[config.mk]
export PLATFORM = sky130hd
export DESIGN_NAME = mux_scan_collector_flat
export DESIGN_NICKNAME = d
export VERILOG_FILES = /design/src/rtl/mux_scan_collector_pkg.sv /design/src/rtl/mux_scan_collector_if.sv /design/src/rtl/mux_scan_collector.sv /design/src/flat_wrapper.sv
export SDC_FILE = /design/constraint.sdc
export NUM_CORES = 1
export LEC_CHECK = 0
export CORE_MARGIN = 5
export CORE_UTILIZATION = 45
export DETAILED_ROUTE_END_ITERATION = 6
export GPL_ROUTABILITY_DRIVEN = 0
export GPL_TIMING_DRIVEN = 0
export PLACE_DENSITY = 0.74
export SYNTH_ARGS = -nofsm -noshare
export SYNTH_HDL_FRONTEND = slang
export SYNTH_SLANG_ARGS = --single-unit
[constraint.sdc]
create_clock -name clock -period 1.26 [get_ports clock]
set_input_delay 0.252 -clock clock [delete_from_list [all_inputs] [get_ports clock]]
set_output_delay 0.252 -clock clock [all_outputs]
set_load 0.01 [all_outputs]
[src/rtl/mux_scan_collector_pkg.sv]
// Shared constants and state encoding for the mux scan collector.
// Also used by the 8:1 mux wrapper for channel count and select width.
package mux_scan_collector_pkg;

    localparam int N_CH  = 8;
    localparam int SEL_W = $clog2(N_CH);

    localparam logic [SEL_W-1:0] LAST_SEL = SEL_W'(N_CH - 1);

    typedef enum logic [1:0] {
        IDLE = 2'd0,
        SCAN = 2'd1,
        HOLD = 2'd2
    } state_t;

endpackage

[src/rtl/mux_scan_collector_if.sv]
// Handshake/bus bundle between the scan collector and its mux/consumer.
// master: collector side; slave: mux, control and consumer side.
interface mux_scan_collector_if;
    import mux_scan_collector_pkg::*;

    logic             io_start;
    logic             io_cont;
    logic [SEL_W-1:0] io_sel;
    logic             io_bit;
    logic             io_busy;
    logic             io_out_valid;
    logic             io_out_ready;
    logic [N_CH-1:0]  io_out_bits;

    modport master (
        input  io_start,
        input  io_cont,
        input  io_bit,
        input  io_out_ready,
        output io_sel,
        output io_busy,
        output io_out_valid,
        output io_out_bits
    );

    modport slave (
        output io_start,
        output io_cont,
        output io_bit,
        output io_out_ready,
        input  io_sel,
        input  io_busy,
        input  io_out_valid,
        input  io_out_bits
    );

endinterface

[src/rtl/mux_scan_collector.sv]
// Steps the mux select through all channels, collects one bit per channel
// and offers the assembled word on a valid/ready output.
// Ports: clock, reset (async active-high), io (master modport: start/cont
// control, sel/bit mux link, busy, out_valid/out_ready/out_bits).
module mux_scan_collector
    import mux_scan_collector_pkg::*;
(
    input  logic                  clock,
    input  logic                  reset,
    mux_scan_collector_if.master  io
);

    // Reset asserts immediately, releases two clock edges later so that
    // the FSM never leaves reset on an edge that races the deassertion.
    logic rst_meta;
    logic rst_sync;

    always_ff @(posedge clock or posedge reset) begin
        if (reset) begin
            rst_meta <= 1'b1;
            rst_sync <= 1'b1;
        end else begin
            rst_meta <= 1'b0;
            rst_sync <= rst_meta;
        end
    end

    state_t           state;
    logic [SEL_W-1:0] sel;
    logic [N_CH-1:0]  bits;
    logic             valid;

    always_ff @(posedge clock or posedge rst_sync) begin
        if (rst_sync) begin
            state <= IDLE;
            sel   <= '0;
            bits  <= '0;
            valid <= 1'b0;
        end else begin
            unique case (state)
                IDLE: begin
                    sel <= '0;
                    if (io.io_start || io.io_cont) begin
                        state <= SCAN;
                    end
                end
                SCAN: begin
                    // Mux is combinational: io_bit already reflects sel.
                    bits[sel] <= io.io_bit;
                    if (sel == LAST_SEL) begin
                        sel   <= '0;
                        state <= HOLD;
                        valid <= 1'b1;
                    end else begin
                        sel <= sel + 1'b1;
                    end
                end
                HOLD: begin
                    if (io.io_out_ready) begin
                        valid <= 1'b0;
                        state <= io.io_cont ? SCAN : IDLE;
                    end
                end
                default: begin
                    state <= IDLE;
                    sel   <= '0;
                    valid <= 1'b0;
                end
            endcase
        end
    end

    assign io.io_sel       = sel;
    assign io.io_out_bits  = bits;
    assign io.io_out_valid = valid;
    assign io.io_busy      = (state != IDLE);

endmodule

[src/flat_wrapper.sv]
// flat-port wrapper written by rule: the top's interface ports become plain ports
module mux_scan_collector_flat import mux_scan_collector_pkg::*;
  (clock, reset, io_io_start, io_io_cont, io_io_bit, io_io_out_ready, io_io_sel, io_io_busy, io_io_out_valid, io_io_out_bits);
  mux_scan_collector_if io_i ();
  input  logic clock;
  input  logic reset;
  input wire logic [$bits(io_i.io_start)-1:0] io_io_start;
  input wire logic [$bits(io_i.io_cont)-1:0] io_io_cont;
  input wire logic [$bits(io_i.io_bit)-1:0] io_io_bit;
  input wire logic [$bits(io_i.io_out_ready)-1:0] io_io_out_ready;
  output wire logic [$bits(io_i.io_sel)-1:0] io_io_sel;
  output wire logic [$bits(io_i.io_busy)-1:0] io_io_busy;
  output wire logic [$bits(io_i.io_out_valid)-1:0] io_io_out_valid;
  output wire logic [$bits(io_i.io_out_bits)-1:0] io_io_out_bits;
  assign io_i.io_start = io_io_start;
  assign io_i.io_cont = io_io_cont;
  assign io_i.io_bit = io_io_bit;
  assign io_i.io_out_ready = io_io_out_ready;
  assign io_io_sel = io_i.io_sel;
  assign io_io_busy = io_i.io_busy;
  assign io_io_out_valid = io_i.io_out_valid;
  assign io_io_out_bits = io_i.io_out_bits;
  mux_scan_collector u_core (.clock(clock), .reset(reset), .io(io_i));
endmodule
; Word level (Yosys, flattened, before mapping)
; Index checks and enable logic that the tools add are counted.
[totals]
inputBits = 6
out_inout_bits = 13
wordCells = 35
register_bits = 16
[op_classes]
eq_ne = 6
muxes = 13
reduce_logical = 6
order_cmp = 2
n_addsub = 1
bitwise = 1
[ops]
columns = operator, n
row1 = $bwmux 8, 1
row2 = $mux 2, 3
row3 = $pmux 2 s3, 1
row4 = $pmux 3 s2, 1
row5 = $reduce_and 3->1, 2
row6 = $lt 3x4->1 const B, 1
row7 = $mux 1, 4
row8 = $ne 2x1->1 const B, 2
row9 = $add 3x1->3 const B, 1
row10 = $demux 1 s3, 1
row11 = $eq 3x3->1 const B, 1
row12 = $ge 3x1->1 const B, 1
row13 = $mux 3, 1
row14 = $pmux 1 s3, 1
row15 = $eq 2x1->1 const B, 1
row16 = $eq 2x2->1 const B, 1
row17 = $logic_not 2->1, 1
row18 = $ne 2x2->1 const B, 1
row19 = $reduce_bool 2->1, 1
row20 = $logic_and 1x1->1, 1
row21 = $logic_or 1x1->1, 1
row22 = $not 1->1, 1

; Depth between registers and ports, before layout
[depth]
depth_word = 5
ltp_mapped = 4
mapped_depth_nobuf = 4

; Worst setup path before layout
; OpenSTA, ideal clock, no wires.
[synth_path]
path_kind = register to register
from = reg u_core.state[1]
to = reg u_core.bits[3], in the netlist u_core.io.io_out_bits[3]
t_arrival_ps = 1219
required_time_ps = 1135
stages_incl_launch_ff = 5
period_less_slack_ps = 1344
path_buffers = 1
slack_ps = -84
setup_time_ps = 125
cell_sequence = dfrtp_1 -> buf_6 -> nand3b_1 -> nor3b_2 -> mux2_2
[synth_via]
elab_chain_len = 1
[synth_rtl]
columns = element, line
row1 = "start, declared", mux_scan_collector.sv:28  ; state_t state;
row2 = "start signal, assigned", mux_scan_collector.sv:61  ; state <= io.io_cont ? SCAN : IDLE;
row3 = $eq 2x1->1, mux_scan_collector.sv:40  ; unique case (state)
row4 = "end signal, assigned by index", mux_scan_collector.sv:49  ; bits[sel] <= io.io_bit;
row5 = "end, declared", mux_scan_collector.sv:30  ; logic [N_CH-1:0] bits;
; No other way between the ends.
; A chain may end at the register's enable or synchronous reset.

; Worst setup path in the final report
[layout_path]
from = reg u_core.state[1]
to = reg u_core.bits[4], in the netlist u_core.io.io_out_bits[4]
; The elaborated chain is that of the path after synthesis.

==> impl_table.tex <==
\begin{tabular}{lr}
\hline
Metric & Value \\
\hline
\multicolumn{2}{l}{\textbf{Timing}} \\
\quad Slew Viols, Final & 0 \\
\quad Number of hold violations in the final report & 0 \\
\quad Worst-case clock skew & 1.89 ps \\
\quad Final period util & 1.09 \\
\quad Transition time at the pin with the least slew margin & 532 ps \\
\quad Min cycle time layout & 1380 ps \\
\quad Worst slew margin & 0.645 \\
\quad Final Setup Violations & 8 \\
\quad Unrepaired setup endpoints after global routing & true \\
\quad Worst-case setup margin in the final layout & -117 ps \\
\quad FMAX & 0.726 GHz \\
\multicolumn{2}{l}{\textbf{Worst setup path}} \\
\quad End of the worst register-to-register path & u\_core.io.io\_out\_bits[4]\$\_DFFE\_PP0P\_ \\
\quad Startpoint-to-endpoint class of the critical path & reg -> reg \\
\quad Worst path cell trace & buf\_6 -> nor3b\_4 -> nand3b\_1 -> mux2\_4 \\
\quad Arrival time at the worst endpoint & 1550 ps \\
\quad Endpoint type of the worst setup path & register \\
\quad R2R Path Start & u\_core.state[1]\$\_DFFE\_PP0P\_ \\
\quad Delay-heaviest family, CP & flip-flops \\
\quad Worst R2R Setup Slack & -120 ps \\
\quad Buf/Inv on CP & 1 \\
\quad Critical path launch point type & register \\
\quad Slowest cell on crit path & dfrtp\_2 \\
\quad Maximum single-stage delay on the critical path & 460 ps \\
\quad Required time at the endpoint of the critical path & 1440 ps \\
\quad Worst-path maximum fanout & 6 \\
\quad Worst reg2reg path depth & 4 \\
\quad Origin of the worst setup path & u\_core.state[1]\$\_DFFE\_PP0P\_ \\
\multicolumn{2}{l}{\textbf{Floorplan}} \\
\quad Number of core rows & 14 \\
\quad Total die area & 0.00259 mm\^{}2 \\
\quad Die outline width & 50.9 um \\
\quad Effective utilization at floorplan & 0.489 \\
\quad Die extent in y & 50.9 um \\
\quad Core ar. & 0.00154 mm\^{}2 \\
\quad \# IOs & 19 \\
\multicolumn{2}{l}{\textbf{Synthesis}} \\
\quad Number of synthesis warnings & 0 \\
\quad Leading post-synthesis cells by cell area & dfrtp\_1 (47\%), mux2\_2 (7.5\%), dfstp\_2 (7.0\%) \\
\quad Library cells used by synthesis & 28 \\
\quad Area leader, netlist & dfrtp\_1 \\
\quad Share of the yosys chip area belonging to registers & 0.535 \\
\quad Net Count, Synth & 70 \\
\quad Portion of synthesized cell area occupied by the leading cell type & 0.465 \\
\quad Total of flip-flops plus latches after synthesis & 16 \\
\quad Gate count after technology mapping & 62 \\
\quad Post-synthesis cell area & 753 um\^{}2 \\
\quad Post-Syn Area per Cell & 12.1 um\^{}2 \\
\multicolumn{2}{l}{\textbf{Layout}} \\
\quad Number of diodes added for antenna fixing & 0 \\
\quad P\&R area growth vs syn & 47.5\% \\
\quad Most frequent standard cell in the layout excluding fill and tap cells & dfrtp\_1 \\
\quad Fill cell total of the finished layout & 118 \\
\quad Total number of nets in the final design & 101 \\
\quad Final Instance Count excl. Fillers & 108 \\
\quad Layout cells sized above 1 & 0.446 \\
\quad Layout Cell Area excl Fill & 0.00111 mm\^{}2 \\
\quad Commonest cells after routing, fill and taps aside & dfrtp\_1 (11), buf\_4 (9), dlygate4sd2\_1 (8), mux2\_4 (6) \\
\multicolumn{2}{l}{\textbf{Outcome}} \\
\quad Outcome & complete, but fails checks \\
\quad Violated checks & negative setup slack \\
\multicolumn{2}{l}{\textbf{Pwr}} \\
\quad Power per unit of standard cell area & 2380 mW/mm\^{}2 \\
\quad VDD IR-drop max & 0.00137 V \\
\quad Leakage & 0.506 nW \\
\multicolumn{2}{l}{\textbf{Clock network}} \\
\quad CTS sink cnt & 16 \\
\quad Clock latency on the worst-skew pair & 280 ps \\
\quad Root Driver & clkbuf\_4 \\
\quad Clock transition at the registers of the reported paths & 90 ps \\
\quad Clk buf depth & 2 \\
\quad Number of H-tree levels & 1 \\
\quad Clock tree from TritonCTS & done \\
\quad TritonCTS Buffers & 3 \\
\quad Cts-stage hold buffer count & 0 \\
\multicolumn{2}{l}{\textbf{Drt}} \\
\quad Final routed wirelength across all metal layers & 1410 um \\
\quad DRC marker count from the first detailed-route iteration & 4 \\
\quad DR pass1 iterations & 4 \\
\quad Via count & 553 \\
\quad DRC violations left & 0 \\
\quad Average detailed-routed wire length per instance & 13.0 um \\
\quad Number of nets with antenna violations after detailed routing & 0 \\
\quad Vias per Instance & 5.12 \\
\multicolumn{2}{l}{\textbf{Global routing}} \\
\quad Number of global-route vias before repair & 548 \\
\quad Global-route wire length before repair & 2320 um \\
\quad GR Util All Layers & 0.119 \\
\quad Largest net degree at the start of global routing & 15 \\
\quad Initial antenna violation count & 0 \\
\quad GRT overflow & 0 \\
\multicolumn{2}{l}{\textbf{Placed design}} \\
\quad Placed Area & 961 um\^{}2 \\
\quad Number of placed instances with taps included & 96 \\
\quad Count of input and output buffers & 18 \\
\quad Detail Placement HPWL & 940 um \\
\quad Pre-CTS setup slack & -251 ps \\
\multicolumn{2}{l}{\textbf{Hold path}} \\
\quad Hold Path Class & reg -> async \\
\multicolumn{2}{l}{\textbf{Run}} \\
\quad Number of max-cap violations & 0 \\
\hline
\end{tabular}
## repair_timing
action                                  4_1_cts  5_1_grt
pin swaps                                     5        4
endpoints found under the setup margin       22       15
gates resized for setup                      30        8
setup buffers                                 4        6
## cell families after synthesis
| group | Yosys count | share of synthesized area |
|---|---|---|
| muxes | 8 | 0.120 |
| adders and majority gates | 2 | 0.0332 |
| DFF | 16 | 0.535 |
| and+or+nand+nor | 21 | 0.186 |
| buffers and inverters | 6 | 0.0482 |
| other | 1 | 0.00498 |
| AOI/OAI and AO/OA | 8 | 0.0731 |
## cell usage after synthesis, drive strengths merged
master and number:
nor2 3, nand2b 1, conb 1, nand2 5, nor3b 3, o22ai 1
nor2b 2, dfrtp 14, buf 4, a21oi 1, nand3 1, o31ai 1
inv 2, mux2 8, nor3 1, nand4 1, a22o 2, nand3b 3
dfstp 2, a2bb2oi 1, ha 2, or2 1, o21ai 2
## per-layer routing
metal | GRT usage | routed length [um]
met2 | 0.188 | 697
met3 | 0.0378 | 89
met4 | 0.0766 | 15
met1 | 0.138 | 606
met5 | 0 | 0
## state kept, by name, indices dropped and copies added (netlist names)
signal	cells
u_core.rst_sync	1
u_core.io.io_out_valid	1
u_core.io.io_sel	3
u_core.rst_meta	1
u_core.state	2
u_core.io.io_out_bits	8
## stage by stage
stage | hold WS, ps | power (mW) | TNS (ps) | utilization
after CTS | 289 | 2.50 | -866 | 0.687
after global placement | 300 | 2.07 | -650 | 0.623
after floorplan | 164 | 1.57 | -171 | -
after detailed placement | 322 | 2.10 | -794 | 0.623
final | 297 | 2.65 | -655 | 0.721
after global routing | 295 | 2.85 | -1180 | 0.721
## report_power, final
group	switching [mW]	leakage (nW)	internal (mW)
combinational	0.589	0.301	0.858
sequential	0.134	0.183	0.735
clock	0.158	0.0210	0.176
## final cells by class
type | count | area (um^2) | share of cell area
multi-input cells | 40 | 379 | 0.341
plain buffers | 2 | 10.0 | 0.00901
flip-flops and latches | 16 | 407 | 0.366
clock buffers | 4 | 36.3 | 0.0327
inverters | 2 | 7.51 | 0.00676
well taps | 16 | 20.0 | 0.0180
repair buffers | 28 | 251 | 0.226
## worst max path at each step
stage / end / slack, ps / cells after the start
global placement: io_io_busy / -240 / 3
detailed placement: io_io_busy / -250 / 3
global route: u_core.io.io_out_bits[4]$_DFFE_PP0P_ / -180 / 4
CTS: io_io_busy / -150 / 2
finish: u_core.io.io_out_bits[4]$_DFFE_PP0P_ / -120 / 4
floorplan: u_core.io.io_out_bits[1]$_DFFE_PP0P_ / -60 / 4
(Power assumes the default switching activity.)
==> patch 1: new RTL, same flow settings <==
The package constant `N_CH` goes from 8 to 16.
--- a/src/rtl/mux_scan_collector_pkg.sv
+++ b/src/rtl/mux_scan_collector_pkg.sv
@@ -2,7 +2,7 @@
 // Also used by the 8:1 mux wrapper for channel count and select width.
 package mux_scan_collector_pkg;
 
-    localparam int N_CH  = 8;
+    localparam int N_CH  = 16;
     localparam int SEL_W = $clog2(N_CH);
 
     localparam logic [SEL_W-1:0] LAST_SEL = SEL_W'(N_CH - 1);
Interface: changed (resized io_io_out_bits and io_io_sel); port bits go from 19 to 28. The function was not compared with the original's and may differ.
==> patch 1 against the original RTL <==
The run still ends with setup timing left. Fmax is 2.8% lower. Synthesized area is 57% higher. Routed wire length is 91% higher. Worst hold slack worse by 0.057 ns. Total power is 60% higher. Die area is 45% higher. Design area is 60% higher. Sequential power is 57% higher. Worst setup slack worse by 0.040 ns. First-iteration DRC count grew to 4.8 times the old value. Sequential cell count is 9 higher. Non-clock buffer count is 20 higher. Global-route usage is 3.4 points higher. Highest routed layer unchanged.
==> patch 1: results (changes against the original RTL) <==
- CP Max Fanout: 5 (was 6)
- Synthesized instance count: 96 (was 62)
- Slew @ Worst Pin: 0.5130 ns (was 0.5322 ns)
- Post-synth top cells: 23 x dfrtp_1, 19 x nand2_1, 8 x mux2_1, 8 x mux2_4 (was 14 x dfrtp_1, 5 x mux2_2, 5 x nand2_1)
- HPWL after detailed placement: 1713 microns (was 939.6 microns)
- Largest register FFs: 16 (was 8)
- Root Driver: clkbuf_4 (unchanged)
- FF-to-FF path depth: 4 (unchanged)
- Setup violators final: 18 (was 8)
- Clk_lat worst skew: 0.32 ns (was 0.28 ns)
- Post-DR wirelength/cell: 15.15 microns (was 13.05 microns)
- Number of global-route vias before repair: 927 (was 548)
- Largest net degree at the start of global routing: 24 (was 15)
- P_leak: 0.8426 nW (was 0.5057 nW)
- DR pass1 iterations: 4 (unchanged)
- Outcome: complete, but fails checks (unchanged)
- CP Capture Point: u_core.io.io_out_bits[2] (was u_core.io.io_out_bits[4])
- H-tree lvl count: 1 (unchanged)
- Initial antenna violation count: 0 (unchanged)
- Fin Clk Skew: 0.0008977 ns (was 0.001893 ns)
- Setup ws final: -0.1578 ns (was -0.1174 ns)
- Vias per cell: 5.062 (was 5.120)
- # diodes: 0 (unchanged)
- Drt total wl: 2697 microns (was 1409 microns)
- Final #Nets: 159 (was 101)
- Top post-synthesis cells by area: dfrtp_1 49%, mux2_4 10%, mux2_1 7.6% (was dfrtp_1 47%, mux2_2 7.5%, dfstp_2 7.0%)
- PortBufs: 27 (was 18)
- Hold Violations, Final: 0 (unchanged)
- Post-Syn Nets: 106 (was 70)
- Yosys warns: 0 (unchanged)
- Crit-path slowest cell: dfrtp_2 (unchanged)
- Asr flop ratio synth: 1.000 (unchanged)
- Residual DRC: 0 (unchanged)
- CP peak stage delay: 0.43 ns (was 0.46 ns)
- Startpoint Class: flip-flop (unchanged)
- Total GRT Usage: 0.1533 (was 0.1192)
- Place WS: -0.2172 ns (was -0.2515 ns)
- Clock sink total: 25 (was 16)
- Fill cell count: 182 (was 118)
- Reg2reg start: u_core.io.io_sel[3] (was u_core.state[1])
- Total placed cells including tap cells: 153 (was 96)
- First-pass GRT wire length: 4215 microns (was 2318 microns)
- Clock tree buffer depth: 2 (unchanged)
- Data arrival time of the worst path: 1.64 ns (was 1.55 ns)
- Clock slew at the register clock pins of the worst setup and hold paths: 0.13 ns (was 0.09 ns)
- Failing checks: setup timing (unchanged)
- Crit-path leading delay family: simple AND/OR/NAND/NOR gates (was flip-flops)
- Hold WC Path Type: input pin to asynchronous set/reset pin (was flip-flop to asynchronous set/reset pin)
- Seq/Total Area, Yosys: 0.5301 (was 0.5349)
- Distinct cells, synth: 28 (unchanged)
- Peak VDD IR: 1780 uV (was 1369 uV)
- First DRT Iteration DRCs: 19 (was 4)
- Fraction of layout cells with a size suffix above 1: 0.5135 (was 0.4457)
- Top cell type's share of synthesized area: 0.4857 (was 0.4651)
-- patch 1: logic make-up after synthesis --
group	share of synthesized area
XOR/XNOR	0.007393
flip-flops	0.5301
AND/OR/NAND/NOR	0.1742
multiplexers	0.1774
adder cells (fa/ha/maj)	0.04224
other	0.003165
buffers and inverters	0.02322
AO/OA/AOI/OAI	0.04224
-- patch 1: metrics by stage --
step / cell area (sq um) / TNS (ns) / hold slack [ns]
after floorplan: 1197 / -0.5485 / 0.1635
after CTS: 1727 / -2.247 / 0.2383
after global routing: 1779 / -3.368 / 0.2667
after global placement: 1505 / -2.433 / 0.3474
final: 1779 / -2.496 / 0.2406
after detailed placement: 1505 / -2.679 / 0.3559
-- patch 1: per-layer routing --
metal	GRT usage	part of all wire	vias to the layer above
li1	-	-	429
met1	0.1889	0.42	446
met2	0.2628	0.52	24
met3	0.03983	0.047	2
met4	0.04644	0.0070	0
met5	0	0	-
-- patch 1: what timing repair did --
action / in CTS / in global routing
cloned: 0 / 0
buffers inserted: 18 / 4
resized for setup: 65 / 27
pin swaps: 14 / 7
endpoints found under the setup margin: 39 / 38
hold endpoints to repair: 0 / 0
-- patch 1: power by group --
group	internal (mW)	total (mW)	leakage, nW	switching [mW]
Combinational	1.46	2.52	0.539	1.06
Clock	0.124	0.359	0.0150	0.235
Sequential	1.17	1.36	0.289	0.194
Total	2.75	4.24	0.843	1.49
-- patch 1: cell type report --
cell class	count	area (sq um)	share of cell area
timing repair buffer	48	420.4	0.2363
clock buffer	4	26.28	0.01477
sequential	25	633.1	0.3558
inverter	5	22.52	0.01266
buffer	2	15.01	0.008439
multi-input combinational	64	624.3	0.3509
tap	30	37.54	0.02110
==> patch 2: new RTL, same settings <==
Without the edit above. Encoding of `state_t`: now one-hot (3 bits for 3 states).
--- a/src/rtl/mux_scan_collector_pkg.sv
+++ b/src/rtl/mux_scan_collector_pkg.sv
@@ -7,10 +7,10 @@
 
     localparam logic [SEL_W-1:0] LAST_SEL = SEL_W'(N_CH - 1);
 
-    typedef enum logic [1:0] {
-        IDLE = 2'd0,
-        SCAN = 2'd1,
-        HOLD = 2'd2
+    typedef enum logic [2:0] {
+        IDLE = 3'b001,
+        SCAN = 3'b010,
+        HOLD = 3'b100
     } state_t;
 
 endpackage
Check against the original RTL: same outputs for any inputs over 10 cycles, from zero or initial values and one cycle with reset high; not proved beyond that.
==> patch 2 against the original RTL <==
The run still ends with setup timing left. Sequential cell count is 1 higher. Routed wire length is 39% higher. Die area is 6.9% higher. Register-to-register slack worse by 0.14 ns. Critical path depth stayed put. Utilization is 1.5 points higher. Total power is 23% lower. Worst hold slack worse by 0.036 ns. Synthesized cell count is 15% higher. Synthesized area is 8.6% higher. Worst setup slack worse by 0.24 ns. Critical endpoint is now io_io_busy. Global-route usage is 3.4 points higher. Design area is 14% higher.
==> patch 2: results (changes against the original RTL) <==
- Distinct cells, synth: 26 (was 28)
- Total GRT Usage: 0.1535 (was 0.1192)
- CP Max Fanout: 2 (was 6)
- Vias per cell: 5.238 (was 5.120)
- Failing checks: setup timing (unchanged)
- Hold WC Path Type: input pin to asynchronous set/reset pin (was flip-flop to asynchronous set/reset pin)
- Setup ws final: -0.3604 ns (was -0.1174 ns)
- Total placed cells including tap cells: 114 (was 96)
- Slew HR: 0.6018 (was 0.6448)
- Post-Syn Nets: 79 (was 70)
- Synth Area in Adders: 0.03058 (was 0.03322)
- Placed Area: 1049 sq um (was 960.9 sq um)
- Outcome: complete, but fails checks (unchanged)
- Number of global-route vias before repair: 658 (was 548)
- Data arrival time of the worst path: 1.37 ns (was 1.55 ns)
- Hold slack: 0.2613 ns (was 0.2972 ns)
- Synth Area in Compound Gates: 0.1040 (was 0.07309)
- HPWL after detailed placement: 1133 microns (was 939.6 microns)
- Top post-synthesis cells by area: dfrtp_1 43%, dfstp_2 9.6%, mux2_1 9.6% (was dfrtp_1 47%, mux2_2 7.5%, dfstp_2 7.0%)
- Fill cell count: 122 (was 118)
- Slack of the worst reg-to-reg path: -0.26 ns (was -0.12 ns)
- Setup violators final: 11 (was 8)
- P_leak: 0.5669 nW (was 0.5057 nW)
- Reg2reg start: u_core.state[0] (was u_core.state[1])
- Crit-path slowest cell: dfstp_2 (was dfrtp_2)
- FF-to-FF path depth: 5 (was 4)
- Multiplexer area fraction after synthesis: 0.1147 (was 0.1196)
- Seq/Total Area, Yosys: 0.5245 (was 0.5349)
- Fraction of layout cells with a size suffix above 1: 0.4571 (was 0.4457)
-- patch 2: worst max path at each step --
stage | startpoint | endpoint | cells after the start
3_5_place_dp | u_core.state[0] | io_io_busy | 4
3_3_place_gp | u_core.state[0] | io_io_busy | 4
4_1_cts | u_core.state[0] | io_io_busy | 4
2_1_floorplan | u_core.io.io_sel[0] | u_core.io.io_out_bits[6] | 3
5_1_grt | u_core.state[0] | io_io_busy | 4
6_report | u_core.state[0] | io_io_busy | 4
-- patch 2: where the power goes --
group / leakage (nW) / switching, mW / total (mW) / internal, mW
sequential: 0.202 / 0.0836 / 0.749 / 0.665
clock: 0.0177 / 0.186 / 0.305 / 0.118
combinational: 0.347 / 0.407 / 0.988 / 0.581
-- patch 2: cell families (layout without fill, tap and decap cells) --
group | after synthesis | after routing
simple gates | 28 | 28
flops | 17 | 17
compound gates | 11 | 11
mux | 8 | 8
buf+inv | 4 | 38
fa+ha+maj | 2 | 2
other cells | 1 | 1
-- patch 2: per-layer routing --
metal	share of wire	GRT usage	vias to the layer above
met2	0.51	0.2438	15
met3	0.028	0.03419	4
met4	0.019	0.06383	0
li1	-	-	317
met5	0	0	-
met1	0.44	0.1993	345
-- patch 2: stage by stage --
stage	TNS, ns	power [mW]
final	-2.413	2.041
after global routing	-3.111	2.165
after CTS	-1.691	1.891
after detailed placement	-1.318	1.453
after global placement	-1.239	1.440
after floorplan	-0.1150	1.180
-- patch 2: layout make-up --
class | instances | share of cell area
buffer | 1 | 0.008867
clock buffer | 3 | 0.01773
timing repair buffer | 30 | 0.2207
sequential | 17 | 0.3409
multi-input combinational | 50 | 0.3744
inverter | 3 | 0.008867
clock inverter | 1 | 0.003941
tap | 25 | 0.02463
-- patch 2: worst max-delay path, delay by kind of cell, from the launching register on --
kind | cells | cell delay (ns)
buffers and inverters | 2 | 0.25
and+or+nand+nor | 2 | 0.27
DFF | 1 | 0.56
-- patch 2: repair_timing --
item / in CTS / in global routing
resized for setup: 35 / 19
buffers inserted: 9 / 3
hold endpoints to repair: 0 / 0
setup endpoints to repair: 24 / 22
pin swaps: 8 / 3
